<file path="config.mk">
export PLATFORM = sky130hd
export DESIGN_NAME = piece_redraw_seq
export DESIGN_NICKNAME = d
export VERILOG_FILES = /design/src/rtl/piece_redraw_seq.sv
export SDC_FILE = /design/constraint.sdc
export NUM_CORES = 1
export LEC_CHECK = 0
export CAP_MARGIN = 25
export CORE_MARGIN = 2
export CORE_UTILIZATION = 55
export CTS_CLUSTER_SIZE = 12
export DETAILED_ROUTE_END_ITERATION = 10
export GPL_TIMING_DRIVEN = 0
export PLACE_DENSITY_LB_ADDON = 0.25
export SYNTH_ARGS = -nofsm -noshare
export SYNTH_HDL_FRONTEND = slang
export SYNTH_SLANG_ARGS = --single-unit
export TNS_END_PERCENT = 5
</file>
<file path="constraint.sdc">
create_clock -name CLOCK_50 -period 6.35 [get_ports CLOCK_50]
set_clock_uncertainty 0.1 [all_clocks]
set_input_delay 0.635 -clock CLOCK_50 [delete_from_list [all_inputs] [get_ports CLOCK_50]]
set_output_delay 0.635 -clock CLOCK_50 [all_outputs]
set_load 0.005 [all_outputs]
</file>
<file path="src/rtl/piece_redraw_seq.sv">
// Erases the previous falling piece and draws the current one through a single-request cell painter.
// Optional macro BOARD_CLEAR_EN: paint the whole board with bg_color after reset before the first frame.
module piece_redraw_seq #(
   parameter int CELLS     = 4,
   parameter int GRID_W    = 10,
   parameter int GRID_H    = 20,
   parameter int CELL_PX_W = 64,
   parameter int CELL_PX_H = 24,
   parameter int CW        = 9
) (
   input  logic                 CLOCK_50,
   input  logic                 reset,
   input  logic                 redraw,
   input  logic [CELLS*4-1:0]   cur_x,
   input  logic [CELLS*5-1:0]   cur_y,
   input  logic [CW-1:0]        piece_color,
   input  logic [CW-1:0]        bg_color,
   input  logic                 paint_busy,
   input  logic                 paint_done,
   output logic                 paint_start,
   output logic [9:0]           paint_x0,
   output logic [8:0]           paint_y0,
   output logic [CW-1:0]        paint_color,
   output logic                 seq_busy,
   output logic                 frame_done
);
   localparam int IW = (CELLS > 1) ? $clog2(CELLS) : 1;

`ifdef BOARD_CLEAR_EN
   typedef enum logic [2:0] {IDLE, CLEAR, ERASE, DRAW, WAIT} state_t;
`else
   typedef enum logic [2:0] {IDLE, ERASE, DRAW, WAIT} state_t;
`endif

   state_t               state_q, ret_q;
   logic                 pending_q, prev_valid_q, rel_q;
   logic                 paint_start_q, frame_done_q;
   logic [9:0]           paint_x0_q;
   logic [8:0]           paint_y0_q;
   logic [CW-1:0]        paint_color_q;
   logic [IW-1:0]        idx_q;
   logic [CELLS*4-1:0]   snap_x_q, prev_x_q;
   logic [CELLS*5-1:0]   snap_y_q, prev_y_q;

   function automatic logic [9:0] px_x(input logic [3:0] x);
      logic [31:0] p;
      p = 32'(x) * 32'(CELL_PX_W);
      return p[9:0];
   endfunction

   function automatic logic [8:0] px_y(input logic [4:0] y);
      logic [31:0] p;
      p = 32'(y) * 32'(CELL_PX_H);
      return p[8:0];
   endfunction

   function automatic logic on_board(input logic [3:0] x, input logic [4:0] y);
      return (int'(x) < GRID_W) && (int'(y) < GRID_H);
   endfunction

   function automatic logic in_set(input logic [3:0] x, input logic [4:0] y,
                                   input logic [CELLS*4-1:0] sx, input logic [CELLS*5-1:0] sy);
      logic hit;
      hit = 1'b0;
      for (int j = 0; j < CELLS; j++)
         if (sx[4*j +: 4] == x && sy[5*j +: 5] == y) hit = 1'b1;
      return hit;
   endfunction

   // Look-ahead: the next cell worth painting, so a frame never spends a request on a skipped cell.
   logic [CELLS*4-1:0] src_x;
   logic [CELLS*5-1:0] src_y;
   logic               erase_on, e_hit, d_hit, nxt_hit, nxt_erase, in_clear, advance;
   int                 e_from, d_from;
   logic [IW-1:0]      e_idx, d_idx, nxt_idx;
   logic [3:0]         nxt_x;
   logic [4:0]         nxt_y;

   always_comb begin
      src_x    = (state_q == IDLE) ? cur_x : snap_x_q;
      src_y    = (state_q == IDLE) ? cur_y : snap_y_q;
      erase_on = 1'b0;
      e_from   = 0;
      d_from   = 0;
      if (state_q == IDLE) begin
         erase_on = prev_valid_q;
      end else if (state_q == WAIT) begin
         if (ret_q == ERASE) begin
            erase_on = 1'b1;
            e_from   = int'(idx_q) + 1;
         end else begin
            d_from   = int'(idx_q) + 1;
         end
      end
      e_hit = 1'b0;
      e_idx = '0;
      d_hit = 1'b0;
      d_idx = '0;
      for (int i = CELLS - 1; i >= 0; i--) begin
         if (erase_on && i >= e_from && on_board(prev_x_q[4*i +: 4], prev_y_q[5*i +: 5]) &&
             !in_set(prev_x_q[4*i +: 4], prev_y_q[5*i +: 5], src_x, src_y)) begin
            e_hit = 1'b1;
            e_idx = IW'(i);
         end
         if (i >= d_from && on_board(src_x[4*i +: 4], src_y[5*i +: 5])) begin
            d_hit = 1'b1;
            d_idx = IW'(i);
         end
      end
      nxt_hit   = e_hit | d_hit;
      nxt_erase = e_hit;
      nxt_idx   = e_hit ? e_idx : d_idx;
      nxt_x     = e_hit ? prev_x_q[4*nxt_idx +: 4] : src_x[4*nxt_idx +: 4];
      nxt_y     = e_hit ? prev_y_q[5*nxt_idx +: 5] : src_y[5*nxt_idx +: 5];
   end

`ifdef BOARD_CLEAR_EN
   logic [3:0] cx_q, clr_nx;
   logic [4:0] cy_q, clr_ny;
   assign in_clear = (ret_q == CLEAR);
   assign clr_nx   = (int'(cx_q) == GRID_W - 1) ? 4'd0 : cx_q + 4'd1;
   assign clr_ny   = (int'(cx_q) == GRID_W - 1) ? cy_q + 5'd1 : cy_q;
`else
   assign in_clear = 1'b0;
`endif

   assign advance = (state_q == IDLE) ? (redraw | pending_q)
                                      : (state_q == WAIT && paint_done && !in_clear);

   always_ff @(posedge CLOCK_50) begin
      if (reset) begin
         state_q       <= IDLE;
         ret_q         <= IDLE;
         pending_q     <= 1'b0;
         prev_valid_q  <= 1'b0;
         rel_q         <= 1'b1;
         paint_start_q <= 1'b0;
         frame_done_q  <= 1'b0;
         paint_x0_q    <= '0;
         paint_y0_q    <= '0;
         paint_color_q <= '0;
         idx_q         <= '0;
`ifdef BOARD_CLEAR_EN
         cx_q          <= '0;
         cy_q          <= '0;
`endif
      end else begin
         paint_start_q <= 1'b0;
         frame_done_q  <= 1'b0;
         rel_q         <= 1'b0;
         if (redraw && state_q != IDLE) pending_q <= 1'b1;
         if (rel_q) begin
            pending_q <= 1'b1;
`ifdef BOARD_CLEAR_EN
            cx_q          <= '0;
            cy_q          <= '0;
            paint_x0_q    <= '0;
            paint_y0_q    <= '0;
            paint_color_q <= bg_color;
            ret_q         <= CLEAR;
            state_q       <= CLEAR;
            paint_start_q <= !paint_busy;
`endif
         end else begin
            case (state_q)
               IDLE: begin
                  if (advance) begin
                     pending_q <= 1'b0;
                     // NOTE: snapshot/previous cell registers carry no reset; prev_valid_q qualifies them.
                     snap_x_q  <= cur_x;
                     snap_y_q  <= cur_y;
                  end
               end
`ifdef BOARD_CLEAR_EN
               CLEAR,
`endif
               ERASE, DRAW: begin
                  if (paint_start_q) state_q <= WAIT;
                  else               paint_start_q <= !paint_busy;
               end
               WAIT: begin
`ifdef BOARD_CLEAR_EN
                  if (paint_done && in_clear) begin
                     if (int'(cx_q) == GRID_W - 1 && int'(cy_q) == GRID_H - 1) begin
                        state_q <= IDLE;
                     end else begin
                        cx_q          <= clr_nx;
                        cy_q          <= clr_ny;
                        paint_x0_q    <= px_x(clr_nx);
                        paint_y0_q    <= px_y(clr_ny);
                        paint_color_q <= bg_color;
                        state_q       <= CLEAR;
                        paint_start_q <= !paint_busy;
                     end
                  end
`endif
               end
               default: state_q <= IDLE;
            endcase
            if (advance) begin
               if (nxt_hit) begin
                  idx_q         <= nxt_idx;
                  paint_x0_q    <= px_x(nxt_x);
                  paint_y0_q    <= px_y(nxt_y);
                  paint_color_q <= nxt_erase ? bg_color : piece_color;
                  state_q       <= nxt_erase ? ERASE : DRAW;
                  ret_q         <= nxt_erase ? ERASE : DRAW;
                  paint_start_q <= !paint_busy;
               end else begin
                  prev_x_q      <= src_x;
                  prev_y_q      <= src_y;
                  prev_valid_q  <= 1'b1;
                  frame_done_q  <= 1'b1;
                  state_q       <= IDLE;
               end
            end
         end
      end
   end

   assign paint_start = paint_start_q;
   assign paint_x0    = paint_x0_q;
   assign paint_y0    = paint_y0_q;
   assign paint_color = paint_color_q;
   assign frame_done  = frame_done_q;
   assign seq_busy    = (state_q != IDLE);

endmodule

</file>
==> flow_metrics.env <==
export IMPL_status="finished clean"
export IMPL_cts_clk_slew_worst_paths_ps=70
export IMPL_clk_latency_ps=360
export IMPL_fmax_mhz=177
export IMPL_endpoint_kind="flop"
export IMPL_port_buffers=80
export IMPL_grt_use_total=0.334
export IMPL_relSlewSlack=0.306
export IMPL_p_seq_frac=0.316
export IMPL_worstPathMaxFanout=10
export IMPL_drt_vias_per_instance=5.97
export IMPL_p_per_area_mw_per_mm2=285
export IMPL_crit_cells=21
export IMPL_synth_common_cells="xnor2_1 (108), edfxtp_1 (72), inv_1 (47)"
export IMPL_ys_seq_area_frac=0.378
export IMPL_initial_core_util=0.558
export IMPL_post_cts_setup_buffers=0
export IMPL_min_period_ps=5650
export IMPL_core_mm2=0.0131
export IMPL_holdPathStages=2
export IMPL_fin_crit_sh=0.889
export IMPL_power_leakage_nw=3.19
export IMPL_critPathKind="flop to flop"
export IMPL_numCtsBuffers=9
export IMPL_wl_um=23100
export IMPL_netlist_top_cells_area="edfxtp_1 (30%), xnor2_1 (13%), dfxtp_1 (8.2%)"
export IMPL_p_sw_uw=882
export IMPL_num_vias=5966
export IMPL_synthCells=713
export IMPL_gp_congestion=0.924
export IMPL_grt_pass1_wl_um=35200
export IMPL_yosysTopAreaCellShare=0.296
export IMPL_cpMaxStageDelayCell="mux2i_1"
export IMPL_drv_cap=0
export IMPL_grt_overflow=0
export IMPL_hold_violations=0
export IMPL_rsz0062_at_grt="no"
export IMPL_async_reset_ff_frac=0
export IMPL_ir_drop_uv=218
export IMPL_htree_levels=3
export IMPL_cell_internal_pwr_mw=1.63
export IMPL_drc=0
export IMPL_drv_slew=0
export IMPL_path_cells="inv_1 > ha_1 > buf_6 > buf_12 > mux2i_1 > clkinv_2 > xnor2_1 > a41oi_1 > nand4_1 > and4b_1 > buf_4 > buf_4 > buf_4 > mux2i_1 > mux2i_1 > ha_1 > fa_1 > a21o_1 > a21oi_1 > xnor2_1 > o21a_1"
export IMPL_cts_sinks=102
export IMPL_avgRoutedWirePerCell_um=23.1
export IMPL_synth_cell_types=74
export IMPL_netlist_area_mm2=0.00731
export IMPL_synth_top_cell_by_area="edfxtp_1"
export IMPL_holdWs_ps=353
export IMPL_finalSetupViolations=0
export IMPL_io_pins=90
export IMPL_antenna_left=0
export IMPL_startpoint_type="flop"
export IMPL_firstDrtPassIters=5
export IMPL_grt_pass1_vias=6063
export IMPL_diodes=0
export IMPL_clockRootBuffer="clkbuf_16"
export IMPL_cts_hold_buf=0
export IMPL_max_stage_delay_ps=610
export IMPL_die_h_um=119
export IMPL_antenna_found_initial=0
export IMPL_area_growth_syn_to_layout_pct=20.5
export IMPL_arrival_ps=5800
export IMPL_synth_edf_count=72
export IMPL_cpLargestDelayFamily="buffers and inverters"
export IMPL_drt_iter0_markers=604
export IMPL_synth_area_per_cell_um2=10.2
export IMPL_fill_cells=1024
export IMPL_dp_hpwl_um=17300
export IMPL_path_buf_inv=7
export IMPL_cts_tree="built"
export IMPL_power_share_combinational=0.417
export IMPL_cts_resized=0
export IMPL_yosysWarnings=0
export IMPL_worst_pin_slew_ps=1010
export IMPL_switching_share=0.352
export IMPL_grt_max_degree=19
export IMPL_rows=42
export IMPL_reg2reg_depth=21
export IMPL_clockBufferDepth=2
export IMPL_required_ps=6510
export IMPL_dieArea_mm2=0.0142
export IMPL_yosysMostFrequentCell="xnor2_1"
export IMPL_fin_nets=886
export IMPL_die_w_um=119
export IMPL_synth_ff_type="edfxtp_1"
export IMPL_holdCritPathClass="flop to flop"
export IMPL_clockPowerShare=0.266
export IMPL_drive_gt1_frac=0.132
export IMPL_finalSetupTns_ps=0
export IMPL_synth_ff_latch_count=102
registers in the layout, summed over array words and instances (netlist names), 4 cells and up:
register     flops
paint_y0         6
snap_y_q        20
prev_x_q        16
paint_x0         4
snap_x_q        16
prev_y_q        20
paint_color      9
metal layers:
metal	wire [um]	up-vias	part of all wire	global-route usage
met1	9420	2864	0.41	0.417
li1	-	2730	-	-
met5	0	-	0	0
met4	1210	0	0.052	0.193
met3	1760	79	0.076	0.0685
met2	10700	293	0.46	0.536
path summary, 6_finish.rpt:
kind,startpoint,to,slack (ps)
hold / removal,paint_y0[7]$_SDFFE_PP0P_,paint_y0[7]$_SDFFE_PP0P_,350
hold reg to reg,paint_y0[7]$_SDFFE_PP0P_,paint_y0[7]$_SDFFE_PP0P_,350
setup / recovery,state_q[0]$_SDFFE_PP0P_,paint_y0[8]$_SDFFE_PP0P_,700
setup reg to reg,state_q[0]$_SDFFE_PP0P_,paint_y0[8]$_SDFFE_PP0P_,700
per-stage QoR:
step           cell area [um^2]   util  std cells  total power [mW]  setup slack [ps]
5_1_grt                    8810  0.673       1000              2.61               499
4_1_cts                    8810  0.673       1000              2.50               825
6_report                   8810  0.673       1000              2.51               705
2_1_floorplan              7340      -        721              1.52               617
3_5_place_dp               8450  0.646        984              1.83               712
3_3_place_gp               8360  0.639        977              1.80             -1030
cell type report:
cell class              instances  area, um^2  share of cell area
plain buffers                  65         393              0.0446
clock buffers                   9         225              0.0256
clock inverters                 7         129              0.0146
inverters                      48         181              0.0206
multi-input cells             506        4010               0.456
flip-flops and latches        102        2760               0.314
well taps                     176         220              0.0250
repair buffers                 87         885               0.100
logic make-up (layout without fill, tap and decap cells):
kind of cell	after synthesis	in the layout	synth area share
AO/OA/AOI/OAI	131	131	0.120
XOR/XNOR	147	147	0.176
adder cells (fa/ha/maj)	8	8	0.0147
buffers and inverters	113	216	0.0786
flip-flops	102	102	0.378
multiplexers	61	61	0.116
other	1	9	0.000513
AND/OR/NAND/NOR	150	150	0.116
worst reg2reg max path, stage by stage, from the launching register on:
cell and delay, ps:
dfxtp_1 330, inv_1 60, ha_1 250, buf_6 230, buf_12 210, mux2i_1 620, clkinv_2 300, xnor2_1 200
a41oi_1 260, nand4_1 360, and4b_1 350, buf_4 160, buf_4 180, buf_4 210, mux2i_1 200, mux2i_1 200
ha_1 310, fa_1 410, a21o_1 180, a21oi_1 190, xnor2_1 90, o21a_1 160
power groups by stage:
stage / sequential [mW] / clock [mW] / combinational, mW
2_1_floorplan: 0.807 / 0 / 0.708
3_3_place_gp: 0.808 / 0 / 0.993
3_5_place_dp: 0.807 / 0 / 1.03
4_1_cts: 0.793 / 0.674 / 1.03
5_1_grt: 0.798 / 0.693 / 1.12
6_report: 0.794 / 0.668 / 1.05
cells in the final DEF, fill, tap and decap left out, types with 5 or more instances in the layout:
cell             instances
clkbuf_16                9
mux2_2                   8
xnor2_1                108
buf_4                   16
nand3_1                  8
nor2_1                  28
xor2_1                  39
clkbuf_1                14
nand2_1                 24
inv_1                   47
a211o_1                  5
buf_6                    6
ha_1                     7
mux2i_4                 13
conb_1                   9
dfxtp_1                 30
mux2i_2                 18
a211oi_1                16
nand3b_1                 9
mux2i_1                 22
buf_1                   25
nand4_1                 14
nor3_1                  27
o21ai_0                 37
a21oi_1                 32
nor4_1                  14
edfxtp_1                72
clkdlybuf4s50_1         80
Note: power is estimated with default switching activity, not from simulation.
